`src/rtl/sdram_init_seq_gen_pkg.sv`:
```
// Shared types and constants for the SDRAM power-up initialization sequencer.
// State encoding, command encodings and the wait-counter width live here.
package sdram_init_pkg;

  localparam int CNT_W = 16;

  typedef enum logic [2:0] {
    ST_PWRUP    = 3'd0,
    ST_PRE      = 3'd1,
    ST_WAIT_RP  = 3'd2,
    ST_REF      = 3'd3,
    ST_WAIT_RFC = 3'd4,
    ST_LMR      = 3'd5,
    ST_WAIT_MRD = 3'd6,
    ST_DONE     = 3'd7
  } init_state_e;

  // Command encodings as {cs_n, ras_n, cas_n, we_n}
  localparam logic [3:0] CMD_NOP = 4'b1111;
  localparam logic [3:0] CMD_PRE = 4'b0010;
  localparam logic [3:0] CMD_REF = 4'b0001;
  localparam logic [3:0] CMD_LMR = 4'b0000;

endpackage

```
`src/rtl/sdram_init_seq_gen_if.sv`:
```
// SDRAM command-pin bundle plus the init sequencer's config/request/status signals.
// The master modport is the sequencer; the slave modport is whoever consumes the pins.
interface sdram_init_seq_gen_if;

  logic [12:0] cfg_sdr_mode_reg;
  logic        init_req;
  logic        sdr_cke;
  logic        sdr_cs_n;
  logic        sdr_ras_n;
  logic        sdr_cas_n;
  logic        sdr_we_n;
  logic [1:0]  sdr_ba;
  logic [12:0] sdr_addr;
  logic        sdr_init_done;
  logic [2:0]  init_state;

  modport master (
    input  cfg_sdr_mode_reg, init_req,
    output sdr_cke, sdr_cs_n, sdr_ras_n, sdr_cas_n, sdr_we_n,
    output sdr_ba, sdr_addr, sdr_init_done, init_state
  );

  modport slave (
    output cfg_sdr_mode_reg, init_req,
    input  sdr_cke, sdr_cs_n, sdr_ras_n, sdr_cas_n, sdr_we_n,
    input  sdr_ba, sdr_addr, sdr_init_done, init_state
  );

endinterface

```
`src/rtl/sdram_init_seq_gen.sv`:
```
// SDRAM power-up init sequencer: NOP window, PRECHARGE-ALL, N AUTO-REFRESH, LOAD MODE, done.
// Outputs are registered from the next state, so state and pins of a cycle always agree.
module sdram_init_seq_gen
  import sdram_init_pkg::*;
#(
  parameter int T_PWRUP   = 500,
  parameter int T_RP      = 2,
  parameter int T_RFC     = 7,
  parameter int N_REFRESH = 2,
  parameter int T_MRD     = 2
) (
  input  logic                 sdram_clk,
  input  logic                 sdram_resetn,
  sdram_init_seq_gen_if.master bus
);

  if (T_PWRUP < 1 || T_PWRUP > 65535 || T_RP < 1 || T_RP > 65535 ||
      T_RFC < 1 || T_RFC > 65535 || N_REFRESH < 1 || N_REFRESH > 15 ||
      T_MRD < 1 || T_MRD > 65535) begin : g_bad_param
    $fatal(1, "sdram_init_seq_gen: illegal timing parameter");
  end

  init_state_e      r_state;
  init_state_e      w_state_nxt;
  logic [CNT_W-1:0] r_cnt;
  logic [CNT_W-1:0] w_cnt_nxt;
  logic [3:0]       r_ref_cnt;
  logic             w_last_ref;
  logic             r_cke;
  logic [3:0]       r_cmd;
  logic [1:0]       r_ba;
  logic [12:0]      r_addr;
  logic             r_init_done;

  assign w_last_ref = (r_ref_cnt == 4'(N_REFRESH));

  // Each command cycle is the first cycle of its window; the wait states cover the rest.
  // PWRUP also spans the reset period, hence the compare against T_PWRUP itself.
  always_comb begin
    w_state_nxt = r_state;
    w_cnt_nxt   = r_cnt + 1'b1;
    case (r_state)
      ST_PWRUP:    if (r_cnt == CNT_W'(T_PWRUP)) w_state_nxt = ST_PRE;
      ST_PRE:      w_state_nxt = (T_RP == 1) ? ST_REF : ST_WAIT_RP;
      ST_WAIT_RP:  if (r_cnt == CNT_W'(T_RP - 2)) w_state_nxt = ST_REF;
      ST_REF: begin
        if (T_RFC == 1) w_state_nxt = w_last_ref ? ST_LMR : ST_REF;
        else            w_state_nxt = ST_WAIT_RFC;
      end
      ST_WAIT_RFC: if (r_cnt == CNT_W'(T_RFC - 2)) w_state_nxt = w_last_ref ? ST_LMR : ST_REF;
      ST_LMR:      w_state_nxt = (T_MRD == 1) ? ST_DONE : ST_WAIT_MRD;
      ST_WAIT_MRD: if (r_cnt == CNT_W'(T_MRD - 2)) w_state_nxt = ST_DONE;
      ST_DONE:     if (bus.init_req) w_state_nxt = ST_PRE;
      default:     w_state_nxt = ST_PWRUP;
    endcase
    if (w_state_nxt != r_state || r_state == ST_DONE) w_cnt_nxt = '0;
  end

  always_ff @(posedge sdram_clk or negedge sdram_resetn) begin
    if (!sdram_resetn) begin
      r_state   <= ST_PWRUP;
      r_cnt     <= '0;
      r_ref_cnt <= '0;
    end else begin
      r_state <= w_state_nxt;
      r_cnt   <= w_cnt_nxt;
      if (w_state_nxt == ST_PRE)      r_ref_cnt <= '0;
      else if (w_state_nxt == ST_REF) r_ref_cnt <= r_ref_cnt + 4'd1;
    end
  end

  // Pin registers: NOP with ba/addr at zero unless the next state issues a command.
  always_ff @(posedge sdram_clk or negedge sdram_resetn) begin
    if (!sdram_resetn) begin
      r_cke       <= 1'b0;
      r_cmd       <= CMD_NOP;
      r_ba        <= '0;
      r_addr      <= '0;
      r_init_done <= 1'b0;
    end else begin
      r_cke       <= 1'b1;
      r_cmd       <= CMD_NOP;
      r_ba        <= '0;
      r_addr      <= '0;
      r_init_done <= (w_state_nxt == ST_DONE);
      case (w_state_nxt)
        ST_PRE: begin
          r_cmd  <= CMD_PRE;
          r_addr <= 13'h0400;
        end
        ST_REF:  r_cmd <= CMD_REF;
        ST_LMR: begin
          r_cmd  <= CMD_LMR;
          r_addr <= bus.cfg_sdr_mode_reg;
        end
        default: r_cmd <= CMD_NOP;
      endcase
    end
  end

  assign bus.sdr_cke       = r_cke;
  assign bus.sdr_cs_n      = r_cmd[3];
  assign bus.sdr_ras_n     = r_cmd[2];
  assign bus.sdr_cas_n     = r_cmd[1];
  assign bus.sdr_we_n      = r_cmd[0];
  assign bus.sdr_ba        = r_ba;
  assign bus.sdr_addr      = r_addr;
  assign bus.sdr_init_done = r_init_done;
  assign bus.init_state    = r_state;

endmodule

```
`src/flat_wrapper.sv`:
```
// flat-port wrapper written by rule: the top's interface ports become plain ports
module sdram_init_seq_gen_flat import sdram_init_pkg::*;
#(
  parameter int T_PWRUP   = 500,
  parameter int T_RP      = 2,
  parameter int T_RFC     = 7,
  parameter int N_REFRESH = 2,
  parameter int T_MRD     = 2
)
  (sdram_clk, sdram_resetn, bus_cfg_sdr_mode_reg, bus_init_req, bus_sdr_cke, bus_sdr_cs_n, bus_sdr_ras_n, bus_sdr_cas_n, bus_sdr_we_n, bus_sdr_ba, bus_sdr_addr, bus_sdr_init_done, bus_init_state);
  sdram_init_seq_gen_if bus_i ();
  input  logic sdram_clk;
  input  logic sdram_resetn;
  input wire logic [$bits(bus_i.cfg_sdr_mode_reg)-1:0] bus_cfg_sdr_mode_reg;
  input wire logic [$bits(bus_i.init_req)-1:0] bus_init_req;
  output wire logic [$bits(bus_i.sdr_cke)-1:0] bus_sdr_cke;
  output wire logic [$bits(bus_i.sdr_cs_n)-1:0] bus_sdr_cs_n;
  output wire logic [$bits(bus_i.sdr_ras_n)-1:0] bus_sdr_ras_n;
  output wire logic [$bits(bus_i.sdr_cas_n)-1:0] bus_sdr_cas_n;
  output wire logic [$bits(bus_i.sdr_we_n)-1:0] bus_sdr_we_n;
  output wire logic [$bits(bus_i.sdr_ba)-1:0] bus_sdr_ba;
  output wire logic [$bits(bus_i.sdr_addr)-1:0] bus_sdr_addr;
  output wire logic [$bits(bus_i.sdr_init_done)-1:0] bus_sdr_init_done;
  output wire logic [$bits(bus_i.init_state)-1:0] bus_init_state;
  assign bus_i.cfg_sdr_mode_reg = bus_cfg_sdr_mode_reg;
  assign bus_i.init_req = bus_init_req;
  assign bus_sdr_cke = bus_i.sdr_cke;
  assign bus_sdr_cs_n = bus_i.sdr_cs_n;
  assign bus_sdr_ras_n = bus_i.sdr_ras_n;
  assign bus_sdr_cas_n = bus_i.sdr_cas_n;
  assign bus_sdr_we_n = bus_i.sdr_we_n;
  assign bus_sdr_ba = bus_i.sdr_ba;
  assign bus_sdr_addr = bus_i.sdr_addr;
  assign bus_sdr_init_done = bus_i.sdr_init_done;
  assign bus_init_state = bus_i.init_state;
  sdram_init_seq_gen #(.T_PWRUP(T_PWRUP), .T_RP(T_RP), .T_RFC(T_RFC), .N_REFRESH(N_REFRESH), .T_MRD(T_MRD)) u_core (.sdram_clk(sdram_clk), .sdram_resetn(sdram_resetn), .bus(bus_i));
endmodule
```
`config.mk`:
```
export PLATFORM = sky130hd
export DESIGN_NAME = sdram_init_seq_gen_flat
export DESIGN_NICKNAME = d
export VERILOG_FILES = /design/src/rtl/sdram_init_seq_gen_pkg.sv /design/src/rtl/sdram_init_seq_gen_if.sv /design/src/rtl/sdram_init_seq_gen.sv /design/src/flat_wrapper.sv
export SDC_FILE = /design/constraint.sdc
export NUM_CORES = 1
export LEC_CHECK = 0
export CELL_PAD_IN_SITES_DETAIL_PLACEMENT = 0
export CELL_PAD_IN_SITES_GLOBAL_PLACEMENT = 1
export CORE_AREA = 2 2 69 71
export CTS_CLUSTER_SIZE = 8
export DETAILED_ROUTE_END_ITERATION = 8
export DIE_AREA = 0 0 71 73
export DONT_BUFFER_PORTS = 1
export PLACE_DENSITY = 0.83
export SYNTH_ARGS = -nofsm -noshare
export SYNTH_HDL_FRONTEND = slang
export SYNTH_SLANG_ARGS = --single-unit
```
`constraint.sdc`:
```
create_clock -name sdram_clk -period 2.4 [get_ports sdram_clk]
set_input_delay 0 -clock sdram_clk [delete_from_list [all_inputs] [get_ports sdram_clk]]
set_output_delay 0 -clock sdram_clk [all_outputs]
set_load 0.1 [all_outputs]
```
==> impl_results.md <==
* Status: complete, no violations
* Vias at 1,356
* Routed WL at between 3000 and 4000 µm
* Final min period at 2.14 ns
* Initial DRC count at 37
* First-pass GRT wire length at 6120 µm
* Final-stage net count at 231
* DRT antenna net count at 0
* I/O Pins at 40
* Final core utilization at a little over half
* Drt wl/cell at 13.7 µm
* Core area at 4540 µm²
* CP Data Arrival Time at 2.33 ns
* Post-synth ARST share at 100%
* Largest net degree at the start of global routing at 42
* Die ar. at 5180 µm²
* Synth Cell Area at ~2000 µm²
* RSZ-0062 raised after global routing: false
* CTS root buffer: clkbuf_8
* EDFF count, synth at 0
* Initial Util at 45.0%
* Post-Syn Instances at 191
* ANT cells at 0
* Pleak at 1.09 nW
* Slew Viols, Final at 0
* Commonest register cell after synthesis: dfrtp_1
* Initial antenna violation count at 0
* Max Fclk at 0.467 GHz
* Clock power share at 17.9%
* Share of layout cells above drive strength 1 at approximately a fifth
* Syn avg cell area at 10.7 µm²
* CP Class: reg -> reg
* Yosys reg bits at 41
* Clk buf depth at 2
* GRT overflow at 0
* Worst vdd rail ir drop at 605 µV
* Register area share after synthesis at between 50% and 60%
* Ys Warns at 0
* Final Cycle Share at 89.3%
* GRT Util Overall at between 15 and 20%
* Final estimated routing congestion in global placement at 0.783
* Setup TNS at 0 ns
* Startpoint types: flop
* Clock slew at reported path FFs at 0.08 ns
* Sw power at 1.61 mW
* Vias in the first global route at 1,331
* Htree depth at 2
* Number of max-cap violations at 0
* Setup Viol. Count Final at 0
* Internal power at 1.51 mW
* Area delta synth->final at 16.1%
* Worst Max-Slew Pin Slew at 0.964 ns
* Yosys cell types at between 40 and 50
* DRC Markers at 0
* CTS tree: done
* Min-delay worst type: in -> async
* Drt pass-1 iters at 4
* Clock sink count at 41
* Die W at 71 µm
* Hold Fails Final Rpt at 0
* Crit path max fanout at 10
* Max_slew headroom at 35.9%
* Comb pwr share at 32.3%
* Row Count at 25
* Die Height at 73 µm
* Post-cts sizing count at 0
* Sequential Power Share at 49.8%
* DR vias/cell at 5.12
* Power Dens Cells at 1320 nW/µm²
* DP Wirelength at 2520 µm
* Setup crit end kind: flop
* Skew final at roughly 0.0066 ns
* Clk Latency, worst-skew pair at 0.30 ns
* Data required, critical path at ~2.6 ns
* CTS buffer count at 5
* Switching share of total power at 51.7%
* Port bufs at 0
## routing by layer
metal | global-route usage, % | up-vias | routed length [µm]
met5 | 0 | - | 0
met4 | 8.18 | 0 | 71
met3 | 5.94 | 5 | 244
met2 | 23.7 | 36 | 1740
met1 | 18.7 | 642 | 1590
li1 | - | 673 | -
## power groups by stage
stage          combinational [mW]  clock (mW)  sequential (mW)
5_1_grt                      1.11       0.608             1.58
3_5_place_dp                0.987           0             1.57
4_1_cts                      1.02       0.577             1.56
6_report                     1.01       0.557             1.55
2_1_floorplan               0.747           0             1.64
3_3_place_gp                0.978           0             1.57
## cell usage in the layout, fill, tap and decap left out, types with 3 or more instances in the layout
cell type and n:
nand3_1 5, nand4_1 7, dfrtp_1 37, conb_1 3, dlygate4sd3_1 14, clkbuf_8 5
nor3_2 8, nor2_1 24, nand2_1 12, buf_4 5, nor3_1 4, ha_1 5
dfstp_2 3, xor2_1 8, xnor2_1 5, inv_1 19, nand2b_1 4
## synth_stat cells, types with 2 or more instances
master / instances / share of area, %
ha_1: 5 / 3.1
conb_1: 2 / 0.37
buf_6: 2 / 1.1
dfrtp_1: 38 / 47
o221ai_1: 2 / 0.86
buf_4: 5 / 1.8
nand4_1: 7 / 2.1
nand2_1: 12 / 2.2
nand2b_1: 4 / 1.2
o21ai_2: 2 / 0.86
xor2_1: 8 / 3.4
o2bb2ai_1: 2 / 0.86
and3_1: 2 / 0.61
or2_2: 2 / 0.61
inv_1: 19 / 3.5
nor2b_1: 2 / 0.61
nor3_2: 8 / 3.9
dfstp_2: 3 / 3.9
and4_1: 2 / 0.86
o21ai_0: 2 / 0.49
nor4_4: 2 / 2.1
nor2_1: 24 / 4.4
nor3_1: 4 / 0.98
nand3_1: 5 / 1.2
xnor2_1: 5 / 2.1
## flip-flops by register name, summed over array words and instances, names as in the netlist
name / cells
u_core.r_cnt: 16
u_core.r_ref_cnt: 4
u_core.bus.sdr_addr: 13
u_core.r_cmd: 3
u_core.bus.init_state: 3
u_core.bus.sdr_init_done: 1
u_core.bus.sdr_cke: 1
## worst max-delay path: stages (launching register included)
cell and delay (ns):
dfrtp_1 0.45, nor4_1 0.29, nand4_1 0.26, o41ai_4 0.49
buf_4 0.26, o221ai_1 0.12, o2bb2ai_1 0.15
## path summary, 6_finish.rpt
check                               startpoint                   to  slack [ns]  cells past startpoint
min                               sdram_resetn      u_core.r_cnt[3]        0.15                      2
max in group asynchronous         sdram_resetn      u_core.r_cmd[0]        1.99                      2
max reg2reg                    u_core.r_cnt[8]  u_core.r_ref_cnt[3]        0.26                      6
min reg2reg                u_core.r_ref_cnt[3]  u_core.r_ref_cnt[3]        0.53                      1
max                            u_core.r_cnt[8]  u_core.r_ref_cnt[3]        0.26                      6
min in group sdram_clk            bus_init_req      u_core.r_cmd[1]        0.18                      5
## stage by stage
step | power, mW | worst slack, ns | instances | hold WS [ns] | cell area, µm²
final | 3.12 | 0.257 | 265 | 0.148 | 2370
after global routing | 3.30 | 0.0154 | 265 | 0.169 | 2370
after CTS | 3.16 | 0.257 | 265 | 0.163 | 2370
after detailed placement | 2.55 | 0.263 | 242 | -0.294 | 2090
after global placement | 2.55 | 0.274 | 242 | -0.294 | 2090
after floorplan | 2.38 | 0.0543 | 192 | -0.296 | 2050
## final cells by class
type	count	area, µm²
clock buffer	5	68.8
clock inverter	3	46.3
fill	410	2170
inverter	20	75.1
multi-input combinational	122	883
sequential	41	1030
tap	54	67.6
timing repair buffer	20	198
## cells by family after synthesis
group                      Yosys count  share of synthesized area (%)
buffers and inverters               29                           7.05
muxes                                3                           1.78
adders and majority gates            5                           3.06
other                                2                          0.368
AOI/OAI and AO/OA                   16                           7.91
DFF                                 41                           50.4
and+or+nand+nor                     82                           23.8
xor gates and xnor gates            13                           5.58
## timing repair
action,CTS,global route
setup buffers,0,0
endpoints found under the hold margin,54,0
hold buffers,15,0
Note: power is estimated with default switching activity, not from simulation.
